**config.mk**
```make
export PLATFORM = sky130hd
export DESIGN_NAME = ctrl_sequencer_flat
export DESIGN_NICKNAME = d
export VERILOG_FILES = /design/src/rtl/ctrl_sequencer_if.sv /design/src/rtl/ctrl_sequencer.sv /design/src/flat_wrapper.sv
export SDC_FILE = /design/constraint.sdc
export NUM_CORES = 1
export LEC_CHECK = 0
export BUFFER_PORTS_ARGS = -buffer_cell sky130_fd_sc_hd__buf_2
export CELL_PAD_IN_SITES_DETAIL_PLACEMENT = 2
export CELL_PAD_IN_SITES_GLOBAL_PLACEMENT = 2
export CORE_MARGIN = 5
export CORE_UTILIZATION = 19
export DETAILED_ROUTE_END_ITERATION = 7
export GPL_ROUTABILITY_DRIVEN = 0
export PLACE_DENSITY = 0.81
export SKIP_LAST_GASP = 1
export SLEW_MARGIN = 30
export SYNTH_ARGS = -nofsm -noshare
export SYNTH_HDL_FRONTEND = slang
export SYNTH_SLANG_ARGS = --single-unit
export TNS_END_PERCENT = 50
```
**constraint.sdc**
```tcl
create_clock -name CLK -period 1.3 [get_ports CLK]
set_input_delay 0.065 -clock CLK [delete_from_list [all_inputs] [get_ports CLK]]
set_output_delay 0.065 -clock CLK [all_outputs]
set_load 0.05 [all_outputs]
```
**src/rtl/ctrl_sequencer_if.sv**
```systemverilog
// Strobe/handshake bundle between the control sequencer and the CPU datapath.
// The datapath side (IR/flag registers, RAM, bench) uses master; the
// sequencer uses slave.
interface ctrl_sequencer_if #(
    parameter int OPC_W = 4
);
    // Datapath -> sequencer
    logic [OPC_W-1:0] IR;
    logic             EQ;
    logic             MI;
    logic             MEM_RDY;
    logic             RUN;

    // Sequencer -> datapath: one-hot state
    logic             FETCH;
    logic             EXEC1;
    logic             EXEC2;
    logic             HALTED;

    // Sequencer -> datapath: strobes and error flag
    logic             IR_LOAD;
    logic             EXTRA;
    logic             Wren;
    logic             MUX1;
    logic             MUX3;
    logic             MUX3_useAllBits;
    logic             PC_sload;
    logic             PC_cnt_en;
    logic             ACC_EN;
    logic             ACC_LOAD;
    logic             ACC_SHIFTIN;
    logic             ADDSUB;
    logic             ERR;

    modport master (
        output IR, EQ, MI, MEM_RDY, RUN,
        input  FETCH, EXEC1, EXEC2, HALTED,
        input  IR_LOAD, EXTRA, Wren, MUX1, MUX3, MUX3_useAllBits,
        input  PC_sload, PC_cnt_en, ACC_EN, ACC_LOAD, ACC_SHIFTIN, ADDSUB, ERR
    );

    modport slave (
        input  IR, EQ, MI, MEM_RDY, RUN,
        output FETCH, EXEC1, EXEC2, HALTED,
        output IR_LOAD, EXTRA, Wren, MUX1, MUX3, MUX3_useAllBits,
        output PC_sload, PC_cnt_en, ACC_EN, ACC_LOAD, ACC_SHIFTIN, ADDSUB, ERR
    );
endinterface

```
**src/rtl/ctrl_sequencer.sv**
```systemverilog
// Instruction-cycle sequencer and opcode decoder for the accumulator CPU.
// FETCH waits for RAM, EXEC1 decodes and issues single-cycle instructions,
// EXEC2 finishes memory-operand instructions, HALT waits for RUN.
// Strobes are combinational from state/IR/flags/MEM_RDY and are forced low
// while RESET is asserted.
module ctrl_sequencer #(
    parameter int OPC_W           = 4,
    parameter bit HALT_ON_ILLEGAL = 1'b0
) (
    input  logic            CLK,
    input  logic            RESET,
    ctrl_sequencer_if.slave bus
);

    typedef logic [OPC_W-1:0] opc_t;

    // Full-width opcode constants: any value above SHL falls to the illegal
    // branch, so wide IRs never alias onto a legal opcode.
    localparam opc_t OP_LDA = opc_t'(0);
    localparam opc_t OP_STA = opc_t'(1);
    localparam opc_t OP_ADD = opc_t'(2);
    localparam opc_t OP_SUB = opc_t'(3);
    localparam opc_t OP_JMP = opc_t'(4);
    localparam opc_t OP_JMI = opc_t'(5);
    localparam opc_t OP_JEQ = opc_t'(6);
    localparam opc_t OP_STP = opc_t'(7);
    localparam opc_t OP_LDI = opc_t'(8);
    localparam opc_t OP_JNE = opc_t'(9);
    localparam opc_t OP_SHL = opc_t'(10);

    typedef enum logic [1:0] {
        S_FETCH,
        S_EXEC1,
        S_EXEC2,
        S_HALT
    } state_t;

    typedef struct packed {
        logic ir_load;
        logic extra;
        logic wren;
        logic mux1;
        logic mux3;
        logic mux3_all;
        logic pc_sload;
        logic pc_cnt_en;
        logic acc_en;
        logic acc_load;
        logic addsub;
    } strobes_t;

    state_t   state;
    state_t   state_nxt;
    logic     err_q;
    logic     err_set;
    strobes_t stb;
    strobes_t stb_out;

    // State register and sticky illegal-opcode flag; RESET has priority.
    always_ff @(posedge CLK) begin
        // NOTE: non-blocking assignments so every register samples pre-edge values.
        if (RESET) begin
            state <= S_FETCH;
            err_q <= 1'b0;
        end else begin
            state <= state_nxt;
            if (err_set) begin
                err_q <= 1'b1;
            end
        end
    end

    // Next-state and raw strobe decode from state, opcode, flags and MEM_RDY.
    always_comb begin
        // NOTE: defaults first so no path through the case leaves a latch behind.
        state_nxt = state;
        stb       = '0;
        err_set   = 1'b0;

        case (state)
            S_FETCH: begin
                stb.ir_load = bus.MEM_RDY;
                if (bus.MEM_RDY) begin
                    state_nxt = S_EXEC1;
                end
            end

            S_EXEC1: begin
                state_nxt = S_FETCH;
                case (bus.IR)
                    OP_LDA, OP_ADD, OP_SUB: begin
                        // Operand address on the RAM bus until read data is valid.
                        stb.mux1  = 1'b1;
                        stb.extra = 1'b1;
                        state_nxt = bus.MEM_RDY ? S_EXEC2 : S_EXEC1;
                    end
                    OP_STA: begin
                        stb.mux1      = 1'b1;
                        stb.wren      = 1'b1;
                        stb.pc_cnt_en = 1'b1;
                    end
                    OP_JMP: stb.pc_sload = 1'b1;
                    OP_JMI: begin
                        stb.pc_sload  = bus.MI;
                        stb.pc_cnt_en = !bus.MI;
                    end
                    OP_JEQ: begin
                        stb.pc_sload  = bus.EQ;
                        stb.pc_cnt_en = !bus.EQ;
                    end
                    OP_JNE: begin
                        stb.pc_sload  = !bus.EQ;
                        stb.pc_cnt_en = bus.EQ;
                    end
                    OP_LDI: begin
                        stb.mux3      = 1'b1;
                        stb.acc_en    = 1'b1;
                        stb.acc_load  = 1'b1;
                        stb.pc_cnt_en = 1'b1;
                    end
                    OP_SHL: begin
                        stb.acc_en    = 1'b1;
                        stb.pc_cnt_en = 1'b1;
                    end
                    OP_STP: state_nxt = S_HALT;
                    default: begin
                        err_set = 1'b1;
                        if (HALT_ON_ILLEGAL) begin
                            state_nxt = S_HALT;
                        end else begin
                            stb.pc_cnt_en = 1'b1;
                        end
                    end
                endcase
            end

            S_EXEC2: begin
                state_nxt = S_FETCH;
                case (bus.IR)
                    OP_LDA: begin
                        stb.mux3      = 1'b1;
                        stb.mux3_all  = 1'b1;
                        stb.acc_en    = 1'b1;
                        stb.acc_load  = 1'b1;
                        stb.pc_cnt_en = 1'b1;
                    end
                    OP_ADD, OP_SUB: begin
                        stb.acc_en    = 1'b1;
                        stb.acc_load  = 1'b1;
                        stb.addsub    = (bus.IR == OP_ADD);
                        stb.pc_cnt_en = 1'b1;
                    end
                    default: ;
                endcase
            end

            S_HALT: begin
                // Resuming steps the PC past the halting instruction.
                if (bus.RUN) begin
                    stb.pc_cnt_en = 1'b1;
                    state_nxt     = S_FETCH;
                end
            end

            default: state_nxt = S_FETCH;
        endcase
    end

    // Reset aborts the current cycle: no strobe may reach the datapath.
    assign stb_out = RESET ? strobes_t'('0) : stb;

    assign bus.FETCH           = (state == S_FETCH);
    assign bus.EXEC1           = (state == S_EXEC1);
    assign bus.EXEC2           = (state == S_EXEC2);
    assign bus.HALTED          = (state == S_HALT);

    assign bus.IR_LOAD         = stb_out.ir_load;
    assign bus.EXTRA           = stb_out.extra;
    assign bus.Wren            = stb_out.wren;
    assign bus.MUX1            = stb_out.mux1;
    assign bus.MUX3            = stb_out.mux3;
    assign bus.MUX3_useAllBits = stb_out.mux3_all;
    assign bus.PC_sload        = stb_out.pc_sload;
    assign bus.PC_cnt_en       = stb_out.pc_cnt_en;
    assign bus.ACC_EN          = stb_out.acc_en;
    assign bus.ACC_LOAD        = stb_out.acc_load;
    assign bus.ADDSUB          = stb_out.addsub;
    assign bus.ACC_SHIFTIN     = 1'b0;
    assign bus.ERR             = err_q;

endmodule

```
**src/flat_wrapper.sv**
```systemverilog
// flat-port wrapper written by rule: the top's interface ports become plain ports
module ctrl_sequencer_flat 
#(
    parameter int OPC_W           = 4,
    parameter bit HALT_ON_ILLEGAL = 1'b0
)
  (CLK, RESET, bus_IR, bus_EQ, bus_MI, bus_MEM_RDY, bus_RUN, bus_FETCH, bus_EXEC1, bus_EXEC2, bus_HALTED, bus_IR_LOAD, bus_EXTRA, bus_Wren, bus_MUX1, bus_MUX3, bus_MUX3_useAllBits, bus_PC_sload, bus_PC_cnt_en, bus_ACC_EN, bus_ACC_LOAD, bus_ACC_SHIFTIN, bus_ADDSUB, bus_ERR);
  ctrl_sequencer_if #(.OPC_W(OPC_W)) bus_i ();
  input  logic CLK;
  input  logic RESET;
  input wire logic [$bits(bus_i.IR)-1:0] bus_IR;
  input wire logic [$bits(bus_i.EQ)-1:0] bus_EQ;
  input wire logic [$bits(bus_i.MI)-1:0] bus_MI;
  input wire logic [$bits(bus_i.MEM_RDY)-1:0] bus_MEM_RDY;
  input wire logic [$bits(bus_i.RUN)-1:0] bus_RUN;
  output wire logic [$bits(bus_i.FETCH)-1:0] bus_FETCH;
  output wire logic [$bits(bus_i.EXEC1)-1:0] bus_EXEC1;
  output wire logic [$bits(bus_i.EXEC2)-1:0] bus_EXEC2;
  output wire logic [$bits(bus_i.HALTED)-1:0] bus_HALTED;
  output wire logic [$bits(bus_i.IR_LOAD)-1:0] bus_IR_LOAD;
  output wire logic [$bits(bus_i.EXTRA)-1:0] bus_EXTRA;
  output wire logic [$bits(bus_i.Wren)-1:0] bus_Wren;
  output wire logic [$bits(bus_i.MUX1)-1:0] bus_MUX1;
  output wire logic [$bits(bus_i.MUX3)-1:0] bus_MUX3;
  output wire logic [$bits(bus_i.MUX3_useAllBits)-1:0] bus_MUX3_useAllBits;
  output wire logic [$bits(bus_i.PC_sload)-1:0] bus_PC_sload;
  output wire logic [$bits(bus_i.PC_cnt_en)-1:0] bus_PC_cnt_en;
  output wire logic [$bits(bus_i.ACC_EN)-1:0] bus_ACC_EN;
  output wire logic [$bits(bus_i.ACC_LOAD)-1:0] bus_ACC_LOAD;
  output wire logic [$bits(bus_i.ACC_SHIFTIN)-1:0] bus_ACC_SHIFTIN;
  output wire logic [$bits(bus_i.ADDSUB)-1:0] bus_ADDSUB;
  output wire logic [$bits(bus_i.ERR)-1:0] bus_ERR;
  assign bus_i.IR = bus_IR;
  assign bus_i.EQ = bus_EQ;
  assign bus_i.MI = bus_MI;
  assign bus_i.MEM_RDY = bus_MEM_RDY;
  assign bus_i.RUN = bus_RUN;
  assign bus_FETCH = bus_i.FETCH;
  assign bus_EXEC1 = bus_i.EXEC1;
  assign bus_EXEC2 = bus_i.EXEC2;
  assign bus_HALTED = bus_i.HALTED;
  assign bus_IR_LOAD = bus_i.IR_LOAD;
  assign bus_EXTRA = bus_i.EXTRA;
  assign bus_Wren = bus_i.Wren;
  assign bus_MUX1 = bus_i.MUX1;
  assign bus_MUX3 = bus_i.MUX3;
  assign bus_MUX3_useAllBits = bus_i.MUX3_useAllBits;
  assign bus_PC_sload = bus_i.PC_sload;
  assign bus_PC_cnt_en = bus_i.PC_cnt_en;
  assign bus_ACC_EN = bus_i.ACC_EN;
  assign bus_ACC_LOAD = bus_i.ACC_LOAD;
  assign bus_ACC_SHIFTIN = bus_i.ACC_SHIFTIN;
  assign bus_ADDSUB = bus_i.ADDSUB;
  assign bus_ERR = bus_i.ERR;
  ctrl_sequencer #(.OPC_W(OPC_W), .HALT_ON_ILLEGAL(HALT_ON_ILLEGAL)) u_core (.CLK(CLK), .RESET(RESET), .bus(bus_i));
endmodule
```
[After elaboration in Yosys (flattened, before gate mapping)]
Index checks and enable logic that the tools add are counted.
Word-level totals
  register bits after elaboration: 3
  bits of input ports: 10
  output and inout bits: 17
  word-level logic and storage cells: 55
Operators by class
  eq/ne operators: 15
  mux-type cells: 27
  reduce and logical (&&, ||, !) cells: 11
Operator list (number)
  $eq 4x3->1 const B: 4
  $mux 1: 13
  $eq 4x4->1 const B: 3
  $mux 11: 1
  $reduce_or 11->1: 1
  $eq 4x2->1 const B: 2
  $mux 2: 4
  $pmux 1 s4: 2
  $pmux 2 s2: 2
  $pmux 2 s4: 1
  $mux 3: 2
  $reduce_or 5->1: 1
  $eq 2x2->1 const B: 2
  $eq 4x1->1 const B: 1
  $logic_not 4->1: 1
  $ne 2x2->1 const B: 2
  $reduce_or 2->1: 2
  $reduce_or 4->1: 1
  $pmux 1 s3: 1
  $reduce_or 3->1: 1
  $eq 2x1->1 const B: 1
  $logic_not 1->1: 2
  $logic_not 2->1: 1
  $pmux 1 s2: 1
  $reduce_and 2->1: 1

[Depth between registers and ports, before layout]
Gate-level depths: netlist of run 1.
  depth in word-level cells: 5
  gate-level depth with buffers: 6
  gate-level depth less buffers: 6

[Worst setup path after synthesis of run 1]
Ideal clock, no wire load.
  path kind: register to output
  start point: reg u_core.state[0]
  end point: out bus_MUX3
  arrival: 2.644 ns
  required time: 1.235 ns
  path slack: -1.409 ns
  cell stages (with the launch flop): 6
  buffers on the path: 0
  cell sequence: dfxtp_1 > inv_1 > ha_1 > nor2b_1 > a21oi_1 > nor4_1
Between the ends
  word-level cells in the longest chain between the ends: 3
  elaborated cells on any way between the ends: 4
  those cells by class: 2 x eq/ne; 2 x mux
Ends and longest elaborated chain
  start, declared: line ctrl_sequencer.sv:52  | state_t state;
  start signal, assigned: line ctrl_sequencer.sv:66  | state <= state_nxt;
  $eq 2x2->1
  named net bus_EXEC2: line flat_wrapper.sv:18  | output wire logic [$bits(bus_i.EXEC2)-1:0] bus_EXEC2;
  $pmux 1 s2: line ctrl_sequencer.sv:80  | case (state)
  $mux 11: line ctrl_sequencer.sv:170  | assign stb_out = RESET ? strobes_t'('0) : stb;
  end, declared: line flat_wrapper.sv:24  | output wire logic [$bits(bus_i.MUX3)-1:0] bus_MUX3;
The timed path passes the listed nets, and every way through them passes these cells.

[Worst setup path after layout of run 1]
  start point: reg u_core.state[0]
  end point: out bus_MUX3
Between the ends
  word-level cells in the longest chain between the ends: 3
  elaborated cells on any way between the ends: 4
  those cells by class: 2 x eq/ne; 2 x mux
Ends and longest elaborated chain (line)
  $eq 2x2->1 / $eq 2x1->1 (equally long branches): ctrl_sequencer.sv:80
  $pmux 1 s2 (*): ctrl_sequencer.sv:80
  $mux 11 (*): ctrl_sequencer.sv:170
Mark *: on every way between the ends. The rest lies on a longest branch, timed or not.

==> results_dict.tcl, run 1 <==
set metrics [dict create \
    final_common_cell "buf_4" \
    cp-end-kind "output pin" \
    dr.pass1.iters 4 \
    setup_viol 16 \
    final_cell_mix "buf_4 (31), buf_2 (16), buf_6 (7)" \
    grt_start_max_net_pins 8 \
    cts_made_buffers 3 \
    fmax_ghz 0.578 \
    violations "negative setup slack" \
    insertion_delay_ns 0.24 \
    cts.htree.levels 1 \
    synth.distinct_cells 33 \
    drive_gt1_frac 0.699 \
    grt_pass1_wl_mm 5.30 \
    avgSynthCellArea_um2 6.74 \
    fin_skew_ns 0.00173 \
    final_hold_viol_count 0 \
    fin_nets 148 \
    path_class "flop to output pin" \
    syn_nets 91 \
    ys_ff_latch 3 \
    area_growth_pct 131 \
    hold_buffers 0 \
    route.detailed.drc 0 \
    cts.sinks 3 \
    synth_edf_count 0 \
    fillers 298 \
    syn-instance-count 77 \
    critPathArrivalTime_ns 1.66 \
    core_mm2 0.00269 \
    place_ws_ns -0.342 \
    p_per_area_mw_per_mm2 582 \
    async_reset_ff_frac 0 \
    cts_tree "done" \
    port_buffers 25 \
    status "finished, violations left" \
    clock_path_buffers 2 \
    antenna_found_initial 0 \
    fin_ws_ns -0.429 \
    drtAntennaViolNets 0 \
    fin_crit_sh 1.33 \
    clkSlewWorstSetupHoldPaths_ns 0.04 \
    fp.dieW_um 62.3 \
    grt_pass1_vias 954 \
    yosysSeqAreaShare 0.116 \
    initial_core_util 0.193 \
    drt_iter0_markers 11 \
    vias 794 \
    hpwl_mm 2.28 \
    netlist.area_leader.share 0.116 \
    ios 27 \
    synth_warnings 0 \
    crit_required_ns 1.24 \
    routedWlPerCell_um 20.5 \
    die_area_mm2 0.00388 \
    num_rows 19 \
    wirelength_mm 3.36 \
    hp-class "primary input to flop" \
    ctsRootBufferMaster "clkbuf_4" \
    start_kind "flop" \
    critical_path_peak_fanout 3 \
    drv_cap 0 \
    final_util 0.446 \
    power_leakage_nw 0.536 \
    final_cell_area_mm2 0.00120 \
    netlist_area_um2 519 \
    synth_area_leaders "dfxtp_1 (12%), ha_1 (9.6%), nand2b_1 (8.4%), nor2_1 (7.2%), a21oi_1 (4.8%)" \
    synth_top_cell_by_area "dfxtp_1" \
    grt.overflow.total 0 \
    power.total_w 0.000697 \
    grt_use_total 0.175 \
    ir_drop_mv 0.298 \
    diodes 0 \
    die_y_um 62.3 \
    rsz0062_at_grt "yes" \
    holdWs_ns 0.158 \
    placed_cell_area_um2 956 \
    min_period_ns 1.73 \
    synth_ff_type "dfxtp_1" \
    viasPerCell 4.84 \
    finalMaxSlewViolations 0 \
]
-- power by group --
group,total (W),leakage (nW),switching [W],internal [W]
Sequential,0.000109,0.0256,0.00000969,0.0000997
Combinational,0.000415,0.495,0.000239,0.000176
Clock,0.000173,0.0150,0.0000570,0.000116
Total,0.000697,0.536,0.000306,0.000391
-- registers in the layout, indices dropped and copies added, names as in the netlist --
register	cells
u_core.state	2
u_core.bus.ERR	1
-- worst paths after layout --
kind,from,endpoint,slack (ns),cells after the start
setup / recovery,u_core.state[0],bus_MUX3,-0.43,6
hold / removal,bus_MEM_RDY,u_core.state[1],0.16,3
setup reg to reg,u_core.state[1],u_core.state[0],-0.23,7
hold reg to reg,u_core.bus.ERR,u_core.bus.ERR,0.50,2
-- cell type report --
type / instances / area [um2] / area share
multi-input cells: 63 / 599 / 0.501
repair buffers: 58 / 444 / 0.371
flip-flops and latches: 3 / 65.1 / 0.0543
well taps: 31 / 38.8 / 0.0324
clock buffers: 4 / 26.3 / 0.0219
inverters: 5 / 23.8 / 0.0199
-- layer usage --
metal	global-route usage	wire length [um]
met5	0	0
met1	0.183	1280
met4	0.0557	19
met3	0.0306	110
met2	0.343	1950
-- cell families after synthesis --
kind of cell	share of synthesized area
buffers and inverters	0.106
flip-flops	0.116
other	0.00722
AND/OR/NAND/NOR	0.460
adder cells (fa/ha/maj)	0.0964
AO/OA/AOI/OAI	0.214
-- Yosys cell counts (2+ instances only) --
library cell and instances:
clkbuf_1 2, or3_1 3, ha_1 4, inv_1 5
a21oi_1 5, nand2b_1 7, dfxtp_1 3, nand3_1 2
nor2b_1 3, nor2_1 10, a31oi_1 2, nand2_1 4
nor3_1 5, buf_2 2, o21ai_0 2
-- critical path, stage by stage (launching register included) --
cell,delay (ns)
dfxtp_4,0.38
inv_4,0.06
ha_4,0.26
nand2b_4,0.05
or2_4,0.25
nor4_4,0.22
buf_6,0.20
-- repair_timing --
action | in CTS | in global routing
resized for setup | 38 | 8
gates cloned | 0 | 0
buffers inserted | 5 | 0
pin swaps | 3 | 1
endpoints found under the setup margin | 16 | 17
-- per-stage QoR --
stage / TNS (ns) / std cells
floorplan: -3.56 / 77
global placement: -1.96 / 155
detailed placement: -2.57 / 155
CTS: -4.10 / 164
global route: -5.17 / 164
finish: -4.26 / 164
No activity file was read; power rests on OpenSTA's default activity.
==> inputs of run 2 (changes only) <==
Settings changed: CORE_UTILIZATION 19 to 20, CTS_BUF_LIST set to sky130_fd_sc_hd__clkbuf_4, PLACE_DENSITY 0.81 to 0.84.
==> run 2 against run 1 <==
  * Clock power grew 20%
  * The run still ends with negative setup slack left
  * Design area shrank 1.9%
  * Sequential cell count is the same
  * Routed wire length shrank 5.4%
  * Largest power group unchanged
==> results_dict.tcl, run 2 (synthesis gave the netlist of run 1 again) <==
set metrics [dict create \
    status "finished, violations left" \
    violations "negative setup slack" \
    insertion_delay_ns 0.26 \
    crit_required_ns 1.24 \
    timing.critical_path.max_delay_family "simple AND/OR/NAND/NOR gates" \
    fin_ws_ns -0.464 \
    diodes 0 \
    critPathArrivalTime_ns 1.70 \
    route.detailed.drc 0 \
    clkSlewWorstSetupHoldPaths_ns 0.04 \
    final_util 0.474 \
    fin_crit_sh 1.36 \
    fin_skew_ns 0.00646 \
    cts_tree "done" \
    largest_register_ffs 2 \
    fp.dieW_um 61.0 \
    slowest_delay_ns 0.39 \
    path_cells "inv_6 -> ha_4 -> nand2b_4 -> or2_4 -> nor4_4 -> buf_6" \
    fin_nets 145 \
    start_kind "flop" \
    critPathBufInv 2 \
    hold_buffers 0 \
    grt_pass1_vias 919 \
    grt_use_total 0.185 \
    area_growth_pct 126 \
    drt_iter0_markers 5 \
    drtAntennaViolNets 0 \
    dr.pass1.iters 3 \
    setup_viol 17 \
    path_class "flop to output pin" \
    num_rows 18 \
    final_common_cell "buf_4" \
    seqCellArea_um2 65.1 \
    final_cell_mix "buf_4 (28), buf_2 (16), buf_6 (9)" \
    final_hold_viol_count 0 \
    ios 27 \
    hp-class "primary input to flop" \
    multi_input_area_um2 592 \
    crit_slowest_cell "dfxtp_4" \
    port_buffers 25 \
    initial_core_util 0.210 \
    ctsRootBufferMaster "clkbuf_4" \
    wirelength_mm 3.18 \
    cts.sinks 3 \
    core_mm2 0.00248 \
    hpwl_mm 2.05 \
    critical_path_peak_fanout 4 \
    power_leakage_nw 0.526 \
    clock_path_buffers 2 \
    cts_made_buffers 3 \
    grt_start_max_net_pins 11 \
    vias 789 \
    fin_setup_tns_ns -5.18 \
    cp-end-kind "output pin" \
    drive_gt1_frac 0.685 \
    ir_drop_mv 0.471 \
    regMostFlops "u_core.state" \
    rsz0062_at_grt "yes" \
    routedWlPerCell_um 19.9 \
    finalMaxSlewViolations 0 \
    drv_cap 0 \
    min_period_ns 1.76 \
    antenna_found_initial 0 \
    grt_pass1_wl_mm 4.86 \
    p_per_area_mw_per_mm2 620 \
    die_y_um 61.0 \
    viasPerCell 4.93 \
    die_area_mm2 0.00372 \
    fillers 277 \
    grt.overflow.total 0 \
    fmax_ghz 0.567 \
    cts.htree.levels 1 \
]
run 2: area by class of cell:
| type | instances | area share |
|---|---|---|
| Tap cell | 30 | 0.0319 |
| Inverter | 5 | 0.0245 |
| Multi-Input combinational cell | 63 | 0.504 |
| Clock buffer | 4 | 0.0256 |
| Sequential cell | 3 | 0.0554 |
| Timing Repair Buffer | 55 | 0.359 |
run 2: worst paths after layout:
| kind | cells past startpoint | start | endpoint | slack [ns] |
|---|---|---|---|---|
| worst max register to register | 8 | u_core.state[1] | u_core.state[0] | -0.38 |
| worst max-delay path | 6 | u_core.state[0] | bus_MUX3 | -0.46 |
| worst min register to register | 2 | u_core.bus.ERR | u_core.bus.ERR | 0.54 |
| worst min-delay path | 3 | bus_MEM_RDY | u_core.state[1] | 0.15 |
run 2: stage by stage:
step	area, um2	cells	total power [W]	hold slack (ns)	setup WS [ns]
2_1_floorplan	618	77	0.000305	0.209	-0.480
3_3_place_gp	917	149	0.000404	0.408	-0.304
3_5_place_dp	917	149	0.000419	0.393	-0.351
4_1_cts	1140	157	0.000691	0.143	-0.438
5_1_grt	1170	160	0.000764	0.162	-0.503
6_report	1170	160	0.000729	0.149	-0.464
run 2: per-layer routing:
| metal | global-route usage | share of wire | vias to the layer above |
|---|---|---|---|
| met2 | 0.368 | 0.57 | 19 |
| li1 | - | - | 374 |
| met1 | 0.206 | 0.39 | 394 |
| met5 | 0 | 0 | - |
| met4 | 0.0372 | 0.0076 | 0 |
| met3 | 0.0255 | 0.038 | 2 |
run 2: worst min-delay path, cell delays in order:
cell,delay [ns]
buf_2,0.13
a31oi_1,0.06
o32ai_1,0.10
run 2: timing repair:
item	in CTS	in global routing
setup endpoints to repair	17	17
gates resized for setup	42	3
buffers inserted	4	3
pin swaps	5	3
run 2: where the power goes:
| group | leakage (nW) | internal, W | switching [W] | total, W |
|---|---|---|---|---|
| clock network | 0.0184 | 0.000137 | 0.0000694 | 0.000207 |
| logic | 0.482 | 0.000178 | 0.000234 | 0.000411 |
| registers | 0.0256 | 0.0000997 | 0.0000113 | 0.000111 |
